### config.mk
export PLATFORM = sky130hd
export DESIGN_NAME = shift_right_unit
export DESIGN_NICKNAME = d
export VERILOG_FILES = /design/src/rtl/shift_pkg.sv /design/src/rtl/shift_right_step.sv /design/src/rtl/shift_right_unit.sv
export SDC_FILE = /design/constraint.sdc
export NUM_CORES = 1
export LEC_CHECK = 0
export ABC_AREA = 0
export BUFFER_PORTS_ARGS = -buffer_cell sky130_fd_sc_hd__buf_4
export CAP_MARGIN = 15
export CORE_MARGIN = 4
export CORE_UTILIZATION = 45
export DETAILED_ROUTE_END_ITERATION = 10
export PLACE_DENSITY_LB_ADDON = 0.08
export SETUP_SLACK_MARGIN = 0.2
export SLEW_MARGIN = 40
export SYNTH_ARGS = -nofsm -noshare
export SYNTH_HDL_FRONTEND = slang
export SYNTH_HIERARCHICAL = 1
export SYNTH_SLANG_ARGS = --single-unit
export TNS_END_PERCENT = 5
### constraint.sdc
create_clock -name clk -period 3.2 [get_ports clk]
set_input_delay 0.64 -clock clk [delete_from_list [all_inputs] [get_ports clk]]
set_output_delay 0.64 -clock clk [all_outputs]
set_load 0.03 [all_outputs]
### src/rtl/shift_pkg.sv
// rtl/shift_pkg.sv - FSM state encoding and fill-mode constants for the right-shift unit.
package shift_pkg;

  typedef enum logic [1:0] {
    IDLE  = 2'b00,
    SHIFT = 2'b01,
    DONE  = 2'b10
  } state_e;

  localparam logic SRL = 1'b0;
  localparam logic SRA = 1'b1;

endpackage

### src/rtl/shift_right_step.sv
// rtl/shift_right_step.sv - combinational single step: shift right by 1 or 4, filling with fill_i.
module shift_right_step #(
  parameter int width = 31
) (
  input  logic [width:0] data_i,
  input  logic           step4_i,
  input  logic           fill_i,
  output logic [width:0] data_o
);

  always_comb begin
    data_o = {fill_i, data_i[width:1]};
    if (step4_i) begin
      data_o = {{4{fill_i}}, data_i[width:4]};
    end
  end

endmodule

### src/rtl/shift_right_unit.sv
// rtl/shift_right_unit.sv - multi-cycle SRL/SRA unit; define SHIFT_RIGHT_FAST_EN for 4-bit steps.
module shift_right_unit
  import shift_pkg::*;
#(
  parameter int width = 31
) (
  input  logic           clk,
  input  logic           rst,
  input  logic           start,
  input  logic [width:0] in,
  input  logic [4:0]     shamt,
  input  logic           arith,
  output logic [width:0] result,
  output logic           busy,
  output logic           done
);

`ifdef SHIFT_RIGHT_FAST_EN
  localparam bit FastEn = 1'b1;
`else
  localparam bit FastEn = 1'b0;
`endif

  state_e         state_q, state_d;
  logic [width:0] work_q, work_d;
  logic [width:0] result_q, result_d;
  logic [4:0]     rem_q, rem_d;
  logic           fill_q, fill_d;

  logic           step4;
  logic [4:0]     step_amt;
  logic [4:0]     rem_next;
  logic [width:0] step_out;

  assign step4    = FastEn && (rem_q >= 5'd4);
  assign step_amt = step4 ? 5'd4 : 5'd1;
  assign rem_next = rem_q - step_amt;

  shift_right_step #(.width(width)) u_step (
    .data_i  (work_q),
    .step4_i (step4),
    .fill_i  (fill_q),
    .data_o  (step_out)
  );

  always_comb begin
    state_d  = state_q;
    work_d   = work_q;
    result_d = result_q;
    rem_d    = rem_q;
    fill_d   = fill_q;
    case (state_q)
      IDLE: begin
        if (start) begin
          work_d  = in;
          rem_d   = shamt;
          fill_d  = (arith == SRA) ? in[width] : 1'b0;
          state_d = (shamt == 5'd0) ? DONE : SHIFT;
        end
      end
      SHIFT: begin
        work_d = step_out;
        rem_d  = rem_next;
        if (rem_next == 5'd0) begin
          state_d = DONE;
        end
      end
      DONE: begin
        result_d = work_q;
        state_d  = IDLE;
      end
      default: state_d = IDLE;
    endcase
  end

  always_ff @(posedge clk) begin
    if (rst) begin
      state_q  <= IDLE;
      work_q   <= '0;
      result_q <= '0;
      rem_q    <= '0;
      fill_q   <= 1'b0;
    end else begin
      state_q  <= state_d;
      work_q   <= work_d;
      result_q <= result_d;
      rem_q    <= rem_d;
      fill_q   <= fill_d;
    end
  end

  // The finished value is visible during the done pulse, then held in result_q.
  assign result = (state_q == DONE) ? work_q : result_q;
  assign busy   = (state_q == SHIFT);
  assign done   = (state_q == DONE);

endmodule

-- Word-level counts from Yosys, hierarchy flattened
Cells that the tools add are included.
- add/sub/neg operators: 1
- equal/unequal tests: 4
- reduce and logical (&&, ||, !) cells: 7
- muxes and demuxes: 10
- operators by type and width (operator ; number):
    $mux 32 ; 2
    $pmux 32 s2 ; 1
    $logic_not 5->1 ; 2
    $pmux 5 s2 ; 1
    $mux 2 ; 3
    $reduce_and 2->1 ; 3
    $mux 5 ; 1
    $sub 5x1->5 const B ; 1
    $pmux 2 s2 ; 1
    $eq 2x1->1 const B ; 1
    $eq 2x2->1 const B ; 1
    $logic_not 2->1 ; 1
    $ne 2x1->1 const B ; 1
    $ne 2x2->1 const B ; 1
    $reduce_bool 2->1 ; 1
    $mux 1 ; 1
- input bits: 41
- word-level logic and storage cells: 27
- output and inout bits: 34
- bits in registers: 72

-- Longest topological paths before layout
Gate-level depths: netlist of the first run.
- depth in word-level cells: 4
- mapped depth: 5
- mapped depth without buffers: 5

-- Cells and area by module
Netlist of the first run, hierarchy kept.
- modules (own cells, without submodules) (module ; cells an instance ; instances ; area each (µm²) ; sequential area each (µm²)):
    shift_right_unit ; 339 ; 1 ; 3200.6 ; 1441.4
    shift_right_step ; 35 ; 1 ; 390.4 ; 0.0

-- Least setup slack after synthesis of the first run
No wires, ideal clock.
- path kind: register to output
- start point: reg state_q[0]
- end point: out result[10]
- cell stages (with the launch flop): 5
- slack: 1.390 ns
- path buffers: 2
- required time: 2.560 ns
- data arrival time: 1.170 ns
- cells stage by stage: dfxtp_1 nand2b_1 buf_4 buf_6 mux2_4
- cells in the longest elaborated chain, start to end: 2
- RTL lines (element ; line ; text):
    start: declaration ; shift_right_unit.sv:24 ; state_e state_q, state_d;
    start signal: assignment ; shift_right_unit.sv:84 ; state_q <= state_d;
    $eq 2x2->1 ; shift_right_unit.sv:93 ; assign result = (state_q == DONE) ? work_q : result_q;
    $mux 32 ; - ;
    end: declaration ; shift_right_unit.sv:13 ; output logic [width:0] result,
No other way between the ends.

-- Final worst setup path of the first run
- start point: reg state_q[0]
- end point: out result[0]
Same word-level chain as after synthesis.

==> flow_metrics.tcl, run 1 <==
set metrics [dict create \
    status "completed" \
    grt_first_pass_wirelength_um 13600 \
    grtUsageMet1_pct 25.0 \
    syn_inst 374 \
    clockBufferDepth 2 \
    sw_frac_of_total_pct 29.2 \
    async_flop_share_pct 0 \
    reg2regPathDepth 5 \
    setup-tns-final_ns 0 \
    startpoint_type "flop" \
    gp_congestion 0.771 \
    slew_violations 0 \
    period_needed_ns 2.69 \
    top_level_ports 75 \
    drv_cap 0 \
    core_area_um2 7730 \
    cts_tree "built" \
    synthToLayoutAreaGrowth_pct 20.3 \
    cts_resized 0 \
    antenna_left 0 \
    clock-sinks 72 \
    dp.cells 527 \
    clock_latency_ns 0.34 \
    synth_warnings 6 \
    tightest_slew_ns 0.766 \
    power.internal_uw 1540 \
    ys_seq_area_share_pct 40.1 \
    fin_nets 479 \
    clk_pin_slew_ns 0.07 \
    syn-cell-area_um2 3590 \
    clock.fmax_ghz 0.371 \
    max_stage_delay_ns 0.46 \
    cpMaxStageDelayCell "nand2b_2" \
    antenna_found_initial 0 \
    synth_flop_cell "dfxtp_1" \
    portBuffers 74 \
    p_sw_uw 635 \
    pwr-share-clk_pct 31.4 \
    leakage_uw 0.00197 \
    synthAdderAreaFrac_pct 0.697 \
    synth_compound_area_share_pct 11.0 \
    rows 32 \
    start_util_pct 46.5 \
    crit_fanout 21 \
    dieArea_um2 9470 \
    hold_viol_final 0 \
    via_per_inst 5.14 \
    first_pass_iters 4 \
    setup_viol 0 \
    die_h_um 97.3 \
    first_global_vias 2667 \
    grt_overflow 0 \
    synth_area_leaders "dfxtp_1, mux2_4, mux2_2" \
    final_cells 543 \
    worst_hold_path_type "reg -> reg" \
    synth_area_leader_cell "dfxtp_1" \
    final.setup_skew_ns 0.00724 \
    yosysTopAreaCellShare_pct 40.1 \
    root_buffer "clkbuf_8" \
    critical_path_class "reg -> out" \
    gr-max-usage-layer "met2" \
    rsz0062_at_grt "false" \
    path_cells "nand2b_2, buf_12, mux2_2, buf_4" \
    vias 2792 \
    diodes 0 \
    die_w_um 97.3 \
    relSlewSlack_pct 48.9 \
    grt_start_max_net_pins 73 \
    grt_use_met2_pct 26.0 \
    ir_drop_v 0.000264 \
    synth_top_family_by_area "multiplexers" \
    grt_usage_pct 17.6 \
    arrival_ns 2.05 \
    required_ns 2.56 \
    synth-edff-count 0 \
    drc 0 \
    cts_inserted_buffers 9 \
    cts-hold-fix-buffers 0 \
    synth_cell_types 34 \
    wire_per_inst_um 15.1 \
    yosysMostFrequentCell "dfxtp_1" \
    wl_um 8180 \
    synthXorXnorAreaFrac_pct 0.732 \
    drt_iter0_drc 124 \
    fillCellCount 738 \
    powerDensity_nw_per_um2 503 \
    fin_crit_sh_pct 84.2 \
    h-tree-depth 3 \
    yosys-top-cells-count "dfxtp_1, nand2_1, nor2_1, mux2_2, a311oi_1" \
    synthMuxAreaShare_pct 22.8 \
    ys_seq_elements 72 \
    layout-drive-gt1-share_pct 35.8 \
    detailedPlacementHpwl_um 5430 \
    postCtsSetupBuffers 0 \
    seqPwrFrac_pct 47.9 \
    syn_avg_cell_area_um2 9.60 \
    yosys.area_share.simple_pct 18.6 \
    p_comb_share_pct 20.7 \
    grt_use_met3_pct 5.53 \
    end_kind "output port" \
    holdPathStages 2 \
]
flip-flops by register name, indices dropped and copies added (netlist names):
| name | count |
|---|---|
| fill_q | 1 |
| work_q | 32 |
| rem_q | 5 |
| state_q | 2 |
| result_q | 32 |
cell families (layout without fill, tap and decap cells):
kind of cell / after synthesis / in the layout
multiplexers: 63 / 63
flip-flops: 72 / 72
AO/OA/AOI/OAI: 49 / 49
XOR/XNOR: 3 / 3
AND/OR/NAND/NOR: 148 / 148
buffers and inverters: 36 / 100
adder cells (fa/ha/maj): 2 / 2
other: 1 / 4
cells in the final DEF, fill, tap and decap left out, types with 2 or more instances in the layout:
| cell | count |
|---|---|
| nand2_1 | 67 |
| a21oi_1 | 5 |
| ha_1 | 2 |
| xnor2_1 | 3 |
| clkbuf_8 | 9 |
| conb_1 | 4 |
| dfxtp_1 | 72 |
| nor2b_1 | 32 |
| clkinv_2 | 3 |
| nor2_1 | 39 |
| a211oi_1 | 3 |
| nand2b_1 | 2 |
| inv_1 | 5 |
| o21ai_0 | 2 |
| buf_4 | 77 |
| a311oi_1 | 33 |
| clkbuf_1 | 3 |
| mux2_4 | 29 |
| mux2_2 | 34 |
metal layers:
metal	vias up	wire length, µm
met3	5	364
met1	1309	4140
met5	-	0
met2	56	3620
li1	1422	-
met4	0	63
worst max-delay path: cells and delay by family, from the launching register on:
kind / cells / cell delay, ns
flip-flops: 1 / 0.43
multiplexers: 1 / 0.36
AND/OR/NAND/NOR: 1 / 0.46
buffers and inverters: 2 / 0.44
through the flow:
step	util (%)	hold slack [ns]	power, µW	cell area [µm²]	setup slack (ns)
after floorplan	-	0.461	1390	3600	1.39
after global placement	53.6	0.506	1510	4140	0.900
after detailed placement	53.6	0.513	1510	4140	0.875
after CTS	55.9	0.525	2200	4320	0.488
final	55.9	0.522	2170	4320	0.506
after global routing	55.9	0.550	2290	4320	0.346
worst paths after layout:
path | slack (ns) | from | to
worst min register to register | 0.52 | fill_q | fill_q
worst max-delay path | 0.51 | state_q[0] | result[0]
worst max register to register | 1.36 | state_q[0] | work_q[11]
worst min-delay path | 0.52 | fill_q | fill_q
power by group through the flow:
stage               clock network, µW  registers, µW  logic (µW)
global route                      742           1050         500
detailed placement                  0           1060         451
global placement                    0           1060         444
floorplan                           0           1030         354
CTS                               703           1040         452
finish                            681           1040         450
area by class of cell:
cell class	instances	area [µm²]	share of cell area [%]
tap	102	128	2.95
multi-input combinational	269	1950	45.2
sequential	72	1440	33.4
clock inverter	4	45.0	1.04
timing repair buffer	78	598	13.8
clock buffer	12	135	3.13
inverter	6	22.5	0.521
(Power assumes the default switching activity.)
==> inputs of run 2 (changes only) <==
ABC_AREA = 1   (was 0)
clock period = 2.7 ns   (was 3.2 ns; I/O delays follow)
==> run 2 against run 1 <==
Non-clock buffer count increased by 2; wire length rose by 6.1%; first-iteration DRC count rose by 40%; via count increased by 21%; total power is 58% higher; synthesized cell count grew 39%; largest cell class unchanged; global-route usage is 0.90 points higher; largest power group unchanged; count of clock-buffer cells in the layout decreased by 1; core utilization up 0.14 points; clock power rose by 57%.
==> flow_metrics.tcl, run 2 <==
set metrics [dict create \
    final.setup_skew_ns 0.00960 \
    synth_cell_types 27 \
    first_pass_iters 4 \
    ys_seq_elements 72 \
    clock_latency_ns 0.34 \
    drt_iter0_drc 173 \
    first_global_vias 3066 \
    gp_congestion 0.755 \
    power.internal_uw 2250 \
    synth-edff-count 0 \
    max_stage_delay_ns 0.39 \
    yosys-top-cells-count "nand2_1, dfxtp_1, o21ai_0, inv_1, nor2_1" \
    ys_seq_area_share_pct 40.7 \
    rsz0062_at_grt "false" \
    crit_fanout 21 \
    antenna_left 0 \
    end_kind "output port" \
    ir_drop_v 0.000329 \
    die_h_um 96.7 \
    clk_pin_slew_ns 0.08 \
    grt_usage_pct 18.5 \
    syn_avg_cell_area_um2 6.79 \
    clock-sinks 72 \
    cts-hold-fix-buffers 0 \
    seqPwrFrac_pct 38.9 \
    required_ns 2.16 \
    clock.fmax_ghz 0.426 \
    start_util_pct 46.0 \
    synth_area_leader_cell "dfxtp_1" \
    path_cells "nand2_2, clkinv_2, buf_4" \
    final_common_cell "nand2_1" \
    h-tree-depth 3 \
    worst_hold_path_type "in -> reg" \
    leakage_uw 0.00224 \
    synth_flop_cell "dfxtp_1" \
    setup-tns-final_ns 0 \
    period_needed_ns 2.34 \
    via_per_inst 4.93 \
    clockBufferDepth 2 \
    async_flop_share_pct 0 \
    relSlewSlack_pct 61.7 \
    fillCellCount 788 \
    setup_viol 0 \
    mostFrequentLayoutCells "nand2_1, buf_4, dfxtp_1, o21ai_0, inv_1" \
    detailedPlacementHpwl_um 5850 \
    fin_crit_sh_pct 86.8 \
    slew_violations 0 \
    grt_overflow 0 \
    sw_frac_of_total_pct 34.4 \
    power_uw 3430 \
    hold_viol_final 0 \
    fin_nets 622 \
    arrival_ns 1.80 \
    die_w_um 96.7 \
    layout-drive-gt1-share_pct 18.2 \
    status "completed" \
    diodes 0 \
    antenna_found_initial 0 \
    yosysTopAreaCellShare_pct 40.7 \
    cts_inserted_buffers 9 \
    critical_path_class "reg -> out" \
    portBuffers 74 \
    drv_cap 0 \
    postCtsSetupBuffers 0 \
    synth_warnings 6 \
    drc 0 \
    rows 32 \
    cts_tree "built" \
    core_area_um2 7690 \
    syn-cell-area_um2 3540 \
    dieArea_um2 9350 \
    syn_inst 521 \
    cts_resized 0 \
    synth_area_leaders "dfxtp_1, nand2_1, o21ai_0" \
    cpMaxStageDelayCell "dfxtp_1" \
    top_level_ports 75 \
    powerDensity_nw_per_um2 796 \
    vias 3384 \
    startpoint_type "flop" \
    root_buffer "clkbuf_8" \
    wl_um 8680 \
    p_comb_share_pct 29.9 \
    p_sw_uw 1180 \
    pwr-share-clk_pct 31.1 \
    reg.largest.list "result_q (32), work_q (32), rem_q (5)" \
    yosysMostFrequentCell "nand2_1" \
    grt_first_pass_wirelength_um 14400 \
    wire_per_inst_um 12.7 \
    synthToLayoutAreaGrowth_pct 21.8 \
    tightest_slew_ns 0.573 \
    grt_start_max_net_pins 54 \
]
==> run 2: cell count changes in the layout (fill, tap and decap cells not counted), moves of 31 or more <==
cell / delta
nand2_1: +104
o21ai_0: +58
inv_1: +39
mux2_2: -34
a311oi_1: -33
nor2b_1: -32
a31oi_1: +31
==> run 2: layer usage <==
metal,global-route usage (%),routed length [µm],share of wire (%)
met5,0,0,0
met4,5.51,109,1.3
met2,30.5,4010,46
met1,24.1,4030,46
met3,4.25,527,6.1
==> run 2: cell type report <==
type	instances	area, µm²	share of cell area, %
multi-input cells	370	1710	39.7
clock buffers	11	151	3.51
inverters	46	174	4.03
repair buffers	80	601	13.9
flip-flops and latches	72	1440	33.4
clock inverters	5	103	2.38
well taps	102	128	2.96
==> run 2: path summary, 6_finish.rpt <==
check | from | end | slack, ns | cells past startpoint
setup / recovery | state_q[0] | busy | 0.36 | 3
hold / removal | in[3] | work_q[3] | 0.47 | 3
setup reg to reg | state_q[0] | work_q[11] | 0.73 | 5
hold reg to reg | fill_q | work_q[31] | 0.51 | 2
==> run 2: logic make-up (layout without fill, tap and decap cells) <==
| logic type | count (synthesis) | count (layout) | share of synthesized area, % |
|---|---|---|---|
| fa+ha+maj | 2 | 2 | 0.707 |
| other cells | 1 | 3 | 0.106 |
| compound gates | 110 | 110 | 17.2 |
| buf+inv | 81 | 142 | 11.1 |
| flops | 72 | 72 | 40.7 |
| simple gates | 255 | 255 | 30.2 |
==> run 2: critical path, delay by kind of cell, from the launching register on <==
kind          cells  cell delay (ns)
buf+inv           2             0.68
flops             1             0.39
simple gates      1             0.39
==> run 2: stage by stage <==
step	worst slack [ns]	cell area (µm²)	utilization, %	cells	hold WS (ns)
floorplan	0.931	3550	-	523	0.467
global placement	0.645	4050	52.7	669	0.506
detailed placement	0.626	4050	52.7	669	0.504
CTS	0.249	4300	56.0	685	0.452
global route	0.231	4310	56.1	686	0.461
finish	0.355	4310	56.1	686	0.467
==> run 2: power groups by stage <==
stage | logic (µW) | clock network [µW] | registers, µW
floorplan | 789 | 0 | 1310
global placement | 1020 | 0 | 1360
detailed placement | 1020 | 0 | 1360
CTS | 1030 | 1090 | 1330
global route | 1160 | 1140 | 1350
finish | 1030 | 1070 | 1340
==> inputs of run 3 (changes only) <==
GPL_TIMING_DRIVEN = 0   (was default)
==> run 3 against run 2 <==
Flip-flop and latch count is the same; highest routed layer unchanged; clock power is 13% lower; largest cell class unchanged; die area did not move.
==> flow_metrics.tcl, run 3 (synthesis gave the netlist of run 2 again) <==
set metrics [dict create \
    status "completed" \
    grt_first_pass_wirelength_um 15400 \
    via_per_inst 4.97 \
    reg2reg_to "result_q[0]" \
    drv_cap 0 \
    path_cells "nor2_4, inv_1, buf_2, o21ai_0, inv_1, buf_4" \
    hold_viol_final 0 \
    final_common_cell "nand2_1" \
    clockBufferDepth 2 \
    detailedPlacementHpwl_um 6720 \
    cts-hold-fix-buffers 0 \
    period_needed_ns 2.32 \
    cts_tree "built" \
    crit_fanout 10 \
    holdWs_ns 0.460 \
    rows 32 \
    pre_cts_ws_ns 0.713 \
    hp-start "arith" \
    fin_crit_sh_pct 85.9 \
    setup-tns-final_ns 0 \
    reg2reg_from "state_q[0]" \
    clock_latency_ns 0.35 \
    postCtsSetupBuffers 0 \
    grt_start_max_net_pins 13 \
    grt_usage_pct 19.9 \
    grt_overflow 0 \
    holdPathStages 3 \
    diodes 0 \
    cts_resized 0 \
    cpMaxStageDelayCell "dfxtp_1" \
    vias 3542 \
    core_area_um2 7690 \
    tightest_slew_ns 0.519 \
    arrival_ns 1.78 \
    fillCellCount 817 \
    clk_pin_slew_ns 0.08 \
    start_util_pct 46.0 \
    synthToLayoutAreaGrowth_pct 25.2 \
    dieArea_um2 9350 \
    setup_viol 0 \
    h-tree-depth 3 \
    first_global_vias 3238 \
    crit_top_cell "inv_1" \
    top_level_ports 75 \
    critical_path_class "reg -> out" \
    end_kind "output port" \
    antenna_found_initial 0 \
    powerDensity_nw_per_um2 763 \
    cts_inserted_buffers 9 \
    post_dp_cell_area_um2 4220 \
    worst_hold_path_type "in -> reg" \
    required_ns 2.16 \
    relSlewSlack_pct 65.4 \
    mostFrequentLayoutCells "nand2_1, buf_4, dfxtp_1, o21ai_0, inv_1" \
    clock-sinks 72 \
    first_pass_iters 5 \
    drc 0 \
    max_stage_delay_ns 0.40 \
    ir_drop_v 0.000394 \
    setup_ws_ns 0.381 \
    leakage_uw 0.00231 \
    root_buffer "clkbuf_8" \
    drt_iter0_drc 169 \
    rsz0062_at_grt "true" \
    clock.fmax_ghz 0.431 \
    holdPathEnd "fill_q" \
    final.setup_skew_ns 0.00785 \
    reg.largest.list "result_q (32), work_q (32), rem_q (5)" \
    slew_violations 0 \
    r2r_setup_slack_ns 1.32 \
    wire_per_inst_um 13.3 \
    startpoint_type "flop" \
    antenna_left 0 \
    final_area_um2 4430 \
    reg2regPathDepth 5 \
    die_h_um 96.7 \
    die_w_um 96.7 \
    fin_nets 650 \
    portBuffers 73 \
    wl_um 9460 \
    gp_congestion 0.849 \
    layout-drive-gt1-share_pct 20.9 \
]
[run 3: changes by cell type in the layout (fill, tap and decap cells not counted), sizes merged]
cell	previous run	this run
bufinv	3	2
clkinvlp	1	2
clkinv	2	3
clkbuf	11	17
buf	80	100
[run 3: final cells by class]
| type | instances | area (µm²) | area share, % |
|---|---|---|---|
| clock inverter | 6 | 85.1 | 1.92 |
| tap | 102 | 128 | 2.88 |
| timing repair buffer | 73 | 548 | 12.4 |
| inverter | 46 | 174 | 3.92 |
| multi-input combinational | 370 | 1710 | 38.6 |
| clock buffer | 9 | 124 | 2.79 |
| buffer | 35 | 220 | 4.97 |
| sequential | 72 | 1440 | 32.5 |
[run 3: how the worst max path moves through the flow]
stage	startpoint	end	slack (ns)	depth (start not counted)
5_1_grt	state_q[0]	result[26]	0.19	6
2_1_floorplan	state_q[0]	result[25]	0.93	5
3_3_place_gp	state_q[0]	result[17]	0.71	6
6_report	state_q[0]	result[0]	0.38	6
3_5_place_dp	state_q[0]	result[20]	0.71	6
4_1_cts	state_q[0]	result[20]	0.31	6
[run 3: where the power goes]
part	switching, µW	internal, µW	total (µW)
logic	695	426	1120
registers	122	1210	1340
clock network	415	512	926
total	1230	2150	3380
[run 3: worst max-delay path, delay by kind of cell (launching register included)]
kind	cells	cell delay, ns
buffers and inverters	4	0.54
DFF	1	0.40
and+or+nand+nor	1	0.21
AOI/OAI and AO/OA	1	0.28
[run 3: per-stage QoR]
stage                     total power [µW]  instances  util, %
after floorplan                       2100        523        -
after global placement                2450        698     54.9
after detailed placement              2470        698     54.9
after CTS                             3390        713     57.6
after global routing                  3590        713     57.7
final                                 3380        713     57.7
[run 3: routing by layer]
layer  routed length, µm  global-route usage (%)
met5                   0                       0
met4                 170                    7.13
met3                 519                    3.46
met2                4280                    31.4
met1                4500                    27.5
